**config.mk**
```make
export PLATFORM = sky130hd
export DESIGN_NAME = hex_sseg_decoder
export DESIGN_NICKNAME = d
export VERILOG_FILES = /design/src/rtl/hex_sseg_decoder_pkg.sv /design/src/rtl/hex_glyph_rom.sv /design/src/rtl/hex_sseg_decoder.sv
export SDC_FILE = /design/constraint.sdc
export NUM_CORES = 1
export LEC_CHECK = 0
export ABC_CLOCK_PERIOD_IN_PS = 1120
export BUFFER_PORTS_ARGS = -buffer_cell sky130_fd_sc_hd__buf_2
export CORE_MARGIN = 3
export CORE_UTILIZATION = 40
export DETAILED_ROUTE_END_ITERATION = 7
export PLACE_DENSITY_LB_ADDON = 0.3
export SYNTH_ARGS = -nofsm -noshare
export SYNTH_HDL_FRONTEND = slang
export SYNTH_SLANG_ARGS = --single-unit
```
**constraint.sdc**
```tcl
create_clock -name clk -period 1.12 [get_ports clk]
set_input_delay 0 -clock clk [delete_from_list [all_inputs] [get_ports clk]]
set_output_delay 0 -clock clk [all_outputs]
set_load 0.005 [all_outputs]
```
**src/rtl/hex_sseg_decoder_pkg.sv**
```systemverilog
// Shared seven-segment display definitions: glyph table, segment bit order,
// and the all-off pattern for active-low displays.
package hex_sseg_decoder_pkg;

    localparam int SEG_A = 0;
    localparam int SEG_B = 1;
    localparam int SEG_C = 2;
    localparam int SEG_D = 3;
    localparam int SEG_E = 4;
    localparam int SEG_F = 5;
    localparam int SEG_G = 6;

    localparam logic [6:0] SEG_OFF_AL = 7'h7F;

    // Active-high lit segments {g,f,e,d,c,b,a}; b and d use lowercase glyphs
    localparam logic [6:0] GLYPH_TABLE [16] = '{
        7'h3F, 7'h06, 7'h5B, 7'h4F, 7'h66, 7'h6D, 7'h7D, 7'h07,
        7'h7F, 7'h6F, 7'h77, 7'h7C, 7'h39, 7'h5E, 7'h79, 7'h71
    };

endpackage

```
**src/rtl/hex_glyph_rom.sv**
```systemverilog
// Combinational nibble-to-glyph lookup producing an active-high segment vector.
module hex_glyph_rom
    import hex_sseg_decoder_pkg::*;
(
    input  logic [3:0] x,
    output logic [6:0] lit
);

    // Table lookup; every nibble value is a legal glyph
    always_comb begin
        lit = GLYPH_TABLE[x];
    end

endmodule

```
**src/rtl/hex_sseg_decoder.sv**
```systemverilog
// Registered hex-to-seven-segment decoder with blanking, selectable polarity,
// capture enable and asynchronous reset to the all-segments-off pattern.
module hex_sseg_decoder
    import hex_sseg_decoder_pkg::*;
#(
    parameter bit ACTIVE_LOW = 1'b1
)
(
    input  logic       clk,
    input  logic       reset,
    input  logic       en,
    input  logic       blank,
    input  logic [3:0] x,
    output logic [6:0] r
);

    localparam logic [6:0] SEG_OFF = ACTIVE_LOW ? SEG_OFF_AL : 7'h00;

    logic [6:0] lit_s;
    logic [6:0] masked_s;
    logic [6:0] pattern_s;
    logic [6:0] seg_r;

    hex_glyph_rom u_glyph_rom (
        .x   (x),
        .lit (lit_s)
    );

    // Blank forces every segment dark before polarity is applied
    always_comb begin
        masked_s = 7'h00;
        if (blank) begin
            masked_s = 7'h00;
        end else begin
            masked_s = lit_s;
        end
    end

    // Polarity adjustment toward the display's drive sense
    always_comb begin
        pattern_s = 7'h00;
        if (ACTIVE_LOW) begin
            pattern_s = ~masked_s;
        end else begin
            pattern_s = masked_s;
        end
    end

    // Output register: reset clears to dark at once, en captures the pattern
    always_ff @(posedge clk or posedge reset) begin
        if (reset) begin
            seg_r <= SEG_OFF;
        end else if (en) begin
            seg_r <= pattern_s;
        end else begin
            seg_r <= seg_r;
        end
    end

    assign r = seg_r;

endmodule

```
# Word-level counts from Yosys, hierarchy flattened

Memories as Yosys holds them, arrays and structs flattened.
Index checks and enable logic that the tools add are counted.

$lt $le $gt $ge: 1
Mux-type cells: 3
Bitwise logic cells: 2

Operators with widths:

| cell                 | count |
|---|---|
| $mux W7              | 3 |
| $not A7 Y7           | 1 |
| $ge A5 B5 Y1 const B | 1 |
| $not A4 Y5           | 1 |

Bits of input ports: 8
Word-level logic and storage cells: 8
Bits in read-only memories: 112
Register bits: 7
Memories kept: 1
Output and inout bits: 7

Memories:

| memory          | words | width | read ports | clocked after memory_dff | wr ports | RTL line            | RTL |
|---|---|---|---|---|---|---|---|
| (no name shown) | 16    | 7     | 1          | 0                        | 0        | hex_glyph_rom.sv:11 | `lit = GLYPH_TABLE[x];` |

# Depth between registers and ports, before layout

Depth in word-level cells: 6
Depth in mapped cells: 5

# Modules after synthesis

From an unflattened synthesis, not the netlist that was laid out.

Cell total of the unflattened synthesis: 57
Area, all modules: 561.8 um^2

Modules (own cells, without submodules):

| module           | cells an instance | area each (um^2) | instances | seq. area each (um^2) |
|---|---|---|---|---|
| hex_glyph_rom    | 33                | 287.8            | 1         | 0.0 |
| hex_sseg_decoder | 24                | 274.0            | 1         | 183.9 |

# Worst setup path after synthesis

No wires, ideal clock.

Path kind: input port to flip-flop
Start point: input x[0]
End point: register seg_r[4] (netlist: r[4])
Setup slack: 0.283 ns
Library setup time: 0.073 ns
Arrival: 0.764 ns
Stages: 5
Data required time: 1.047 ns
Cells stage by stage: inv_1 -> ha_1 -> nor2b_1 -> or3_1 -> a21oi_1

Word-level cells in the longest chain between the ends: 6

Ends and longest elaborated chain:

| item                                       | RTL line               | RTL |
|---|---|---|
| start: declaration                         | hex_sseg_decoder.sv:13 | `input logic [3:0] x,` |
| $not A4 Y5 (implied by the code)           | hex_glyph_rom.sv:11    |  |
| $mem_v2 Z16 W7                             | n/a                    |  |
| $mux W7 (implied by the code) (2 in a row) | hex_glyph_rom.sv:11    |  |
| $mux W7                                    | hex_sseg_decoder.sv:32 | `if (blank) begin` |
| $not A7 Y7                                 | hex_sseg_decoder.sv:43 | `pattern_s = ~masked_s;` |
| end signal: assignment                     | hex_sseg_decoder.sv:54 | `seg_r <= pattern_s;` |
| end signal: assignment                     | hex_sseg_decoder.sv:56 | `seg_r <= seg_r;` |
| end: declaration                           | hex_sseg_decoder.sv:22 | `logic [6:0] seg_r;` |

Every way passes these cells. The select of a mux whose other input is x is not followed.
A chain may end at the register's enable or synchronous reset.

# Worst setup path in the final report

Start point: register seg_r[4] (netlist: r[4])
End point: output r[4]

RTL lines:

| item             | RTL line               | RTL |
|---|---|---|
| end: declaration | hex_sseg_decoder.sv:14 | `output logic [6:0] r` |

No word-level cell between the ends.

==> run summary <==
Final WS setup: 0.230 ns
ANT nets after route: 0
Post CTS Setup Buffer Count: 0
Core Rows: 12
Clk_lat worst skew: 0.25 ns
Hold EP: r[5]
Post-CTS Resized: 0
Worst slew margin: 81.9%
Crit path time final: 0.890 ns
Top-area cell type share of the netlist area: 33.2%
Layout Utilization: 54.8%
Inst Count DP: 83
Share of layout cells above drive strength 1: 43.2%
HP Start: en
Crit path required time: 1.12 ns
Starting density of the core: 46.1%
Wire per inst: 13.0 um
Crit-path leading delay family: flip-flops
Clock transition at path regs: 0.06 ns
Max-Cap Viols: 0
Routed WL: 1150 um
Commonest cells post-synth: 7 x dfstp_2, 6 x ha_1, 6 x nor2_1, 5 x a21oi_1, 4 x nor2b_1
Clock Tree Buf Depth: 2
Vias per std cell: 5.15
Worst Hold Path Cells: 3
Max reg flops: 7
Mapped Nets: 71
Synth unique cells: 23
Setup TNS: 0 ns
Worst path max stage delay: 0.53 ns
Vert. Die Dim: 43.2 um
VDD IR max: 0.000634 V
PwrDens: 1100 mW/mm2
P&R area growth vs syn: 18.7%
Pre-CTS WS: 0.0488 ns
Post-synth EDFFs: 0
GP Congestion: 0.899
Antenna cell count: 0
# clock sinks: 7
Slew Viols, Final: 0
Synth Flop Type: dfstp_2
Core ar.: 0.00120 mm2
Drt first pass iters: 2
GRT Total Usage: 14.6%
Clk_skew: 0 ns
Clock Tree Root: clkbuf_4
CP cell instances: buf_2
Critical path class: flip-flop to output pin
Layout Nets: 89
Post-synthesis cell area: 554 um2
CP max FO: 2
Min-Delay Path Class: input port to flip-flop
Reg2reg end: r[0]
Tightest Pin Transition: 0.271 ns
CTS buffer count: 3
Crit path launch type: flip-flop
Die Span X: 43.2 um
Register area share after synthesis: 33.2%
Depth of the CTS H-tree: 1
Synth Register Bits: 7
R2R cell count: 2
Num ports: 15
Hold Vio Cnt, Final: 0
Achievable clock frequency: 1120 MHz
Synth Area per Inst: 9.72 um2
Yosys warns: 0
First-pass GRT wire length: 2050 um
PortBufs: 14
DR DRC count: 0
Die area: 0.00187 mm2
Yosys top cell by area: dfstp_2
Fin crit share: 79.4%
Final Setup Violations: 0
Overall power: 0.727 mW
Buffer and inverter count on the worst path: 1
Data arrival time of the worst path: 0.89 ns
CP Capture Type: output pin
Reg2reg start: r[0]
Max stage delay cell, worst path: dfstp_2
R2R Setup Slk: 0.29 ns
CTS tree: done
Synth top area cells: dfstp_2 33%, ha_1 14%, a221oi_2 5.4%
Vias in the first global route: 439
GRT overflow: 0
RSZ-0062 raised after global routing: false
Fin cells: 88
Gate Count Post-Synth: 57
Most frequent cell after synthesis: dfstp_2
HPWL after DPL: 858 um
Async set or reset register ratio after synthesis: 100%
Cts hold-fix bufs: 1
Initial antenna violation count: 0
Largest net degree at the start of global routing: 14
Initial drt markers: 8
Static Leakage: 0.307 nW
DR vias: 453
Status: complete, no violations
-- cells by family (layout without fill, tap and decap cells) --
kind of cell	after synthesis	after routing	share of synthesized area, %
muxes	1	1	1.81
buffers and inverters	7	24	7.67
DFF	7	7	33.2
and+or+nand+nor	21	21	24.2
AOI/OAI and AO/OA	15	15	19.6
adders and majority gates	6	6	13.5
-- layer usage --
metal | track usage [%] | up-vias | wire, um | share of wire (%)
met4 | 3.61 | 0 | 9 | 0.79
met1 | 18.8 | 211 | 511 | 45
li1 | - | 229 | - | -
met5 | 0 | - | 0 | 0
met3 | 6.78 | 2 | 74 | 6.5
met2 | 21.8 | 11 | 549 | 48
-- cell usage in the layout (no fill, tap or decap), types with 2 or more instances in the layout --
cell type,instances
nor2b_4,2
a221oi_2,2
clkbuf_4,3
buf_2,14
or3_1,2
a31oi_1,3
nor2b_1,4
nor2_1,6
ha_1,6
o21ai_1,2
a21oi_1,5
nand2_1,2
nand2b_1,2
dfstp_2,7
inv_1,3
-- where the power goes --
group	switching, mW	total (mW)	internal (mW)	leakage (nW)
Combinational	0.0908	0.174	0.0828	0.218
Sequential	0.0132	0.313	0.300	0.0738
Clock	0.103	0.240	0.137	0.0150
Total	0.207	0.727	0.520	0.307
-- worst max-delay path by stage --
stage / from / slack [ns] / end / depth (start not counted)
after floorplan: x[0] / 0.28 / r[4] / 5
after global placement: x[1] / 0.07 / r[3] / 6
after detailed placement: x[0] / 0.05 / r[5] / 6
after CTS: r[4] / 0.22 / r[4] / 1
after global routing: r[4] / 0.20 / r[4] / 1
final: r[4] / 0.23 / r[4] / 1
-- stage by stage --
step,cell area (um2),hold WS (ns)
2_1_floorplan,554,0.0209
3_3_place_gp,622,0.190
3_5_place_dp,622,0.187
4_1_cts,658,0.0550
5_1_grt,658,0.0746
6_report,658,0.0556
-- cell type report --
type | instances | area, um2
multi-input cells | 43 | 328
well taps | 14 | 17.5
clock buffers | 4 | 26.3
repair buffers | 16 | 87.6
fillers | 115 | 543
inverters | 4 | 15.0
flip-flops and latches | 7 | 184
-- worst min-delay path: stages --
cell,delay (ns)
buf_2,0.16
nor2_1,0.10
a21oi_1,0.05
Note: power is estimated with default switching activity, not from simulation.
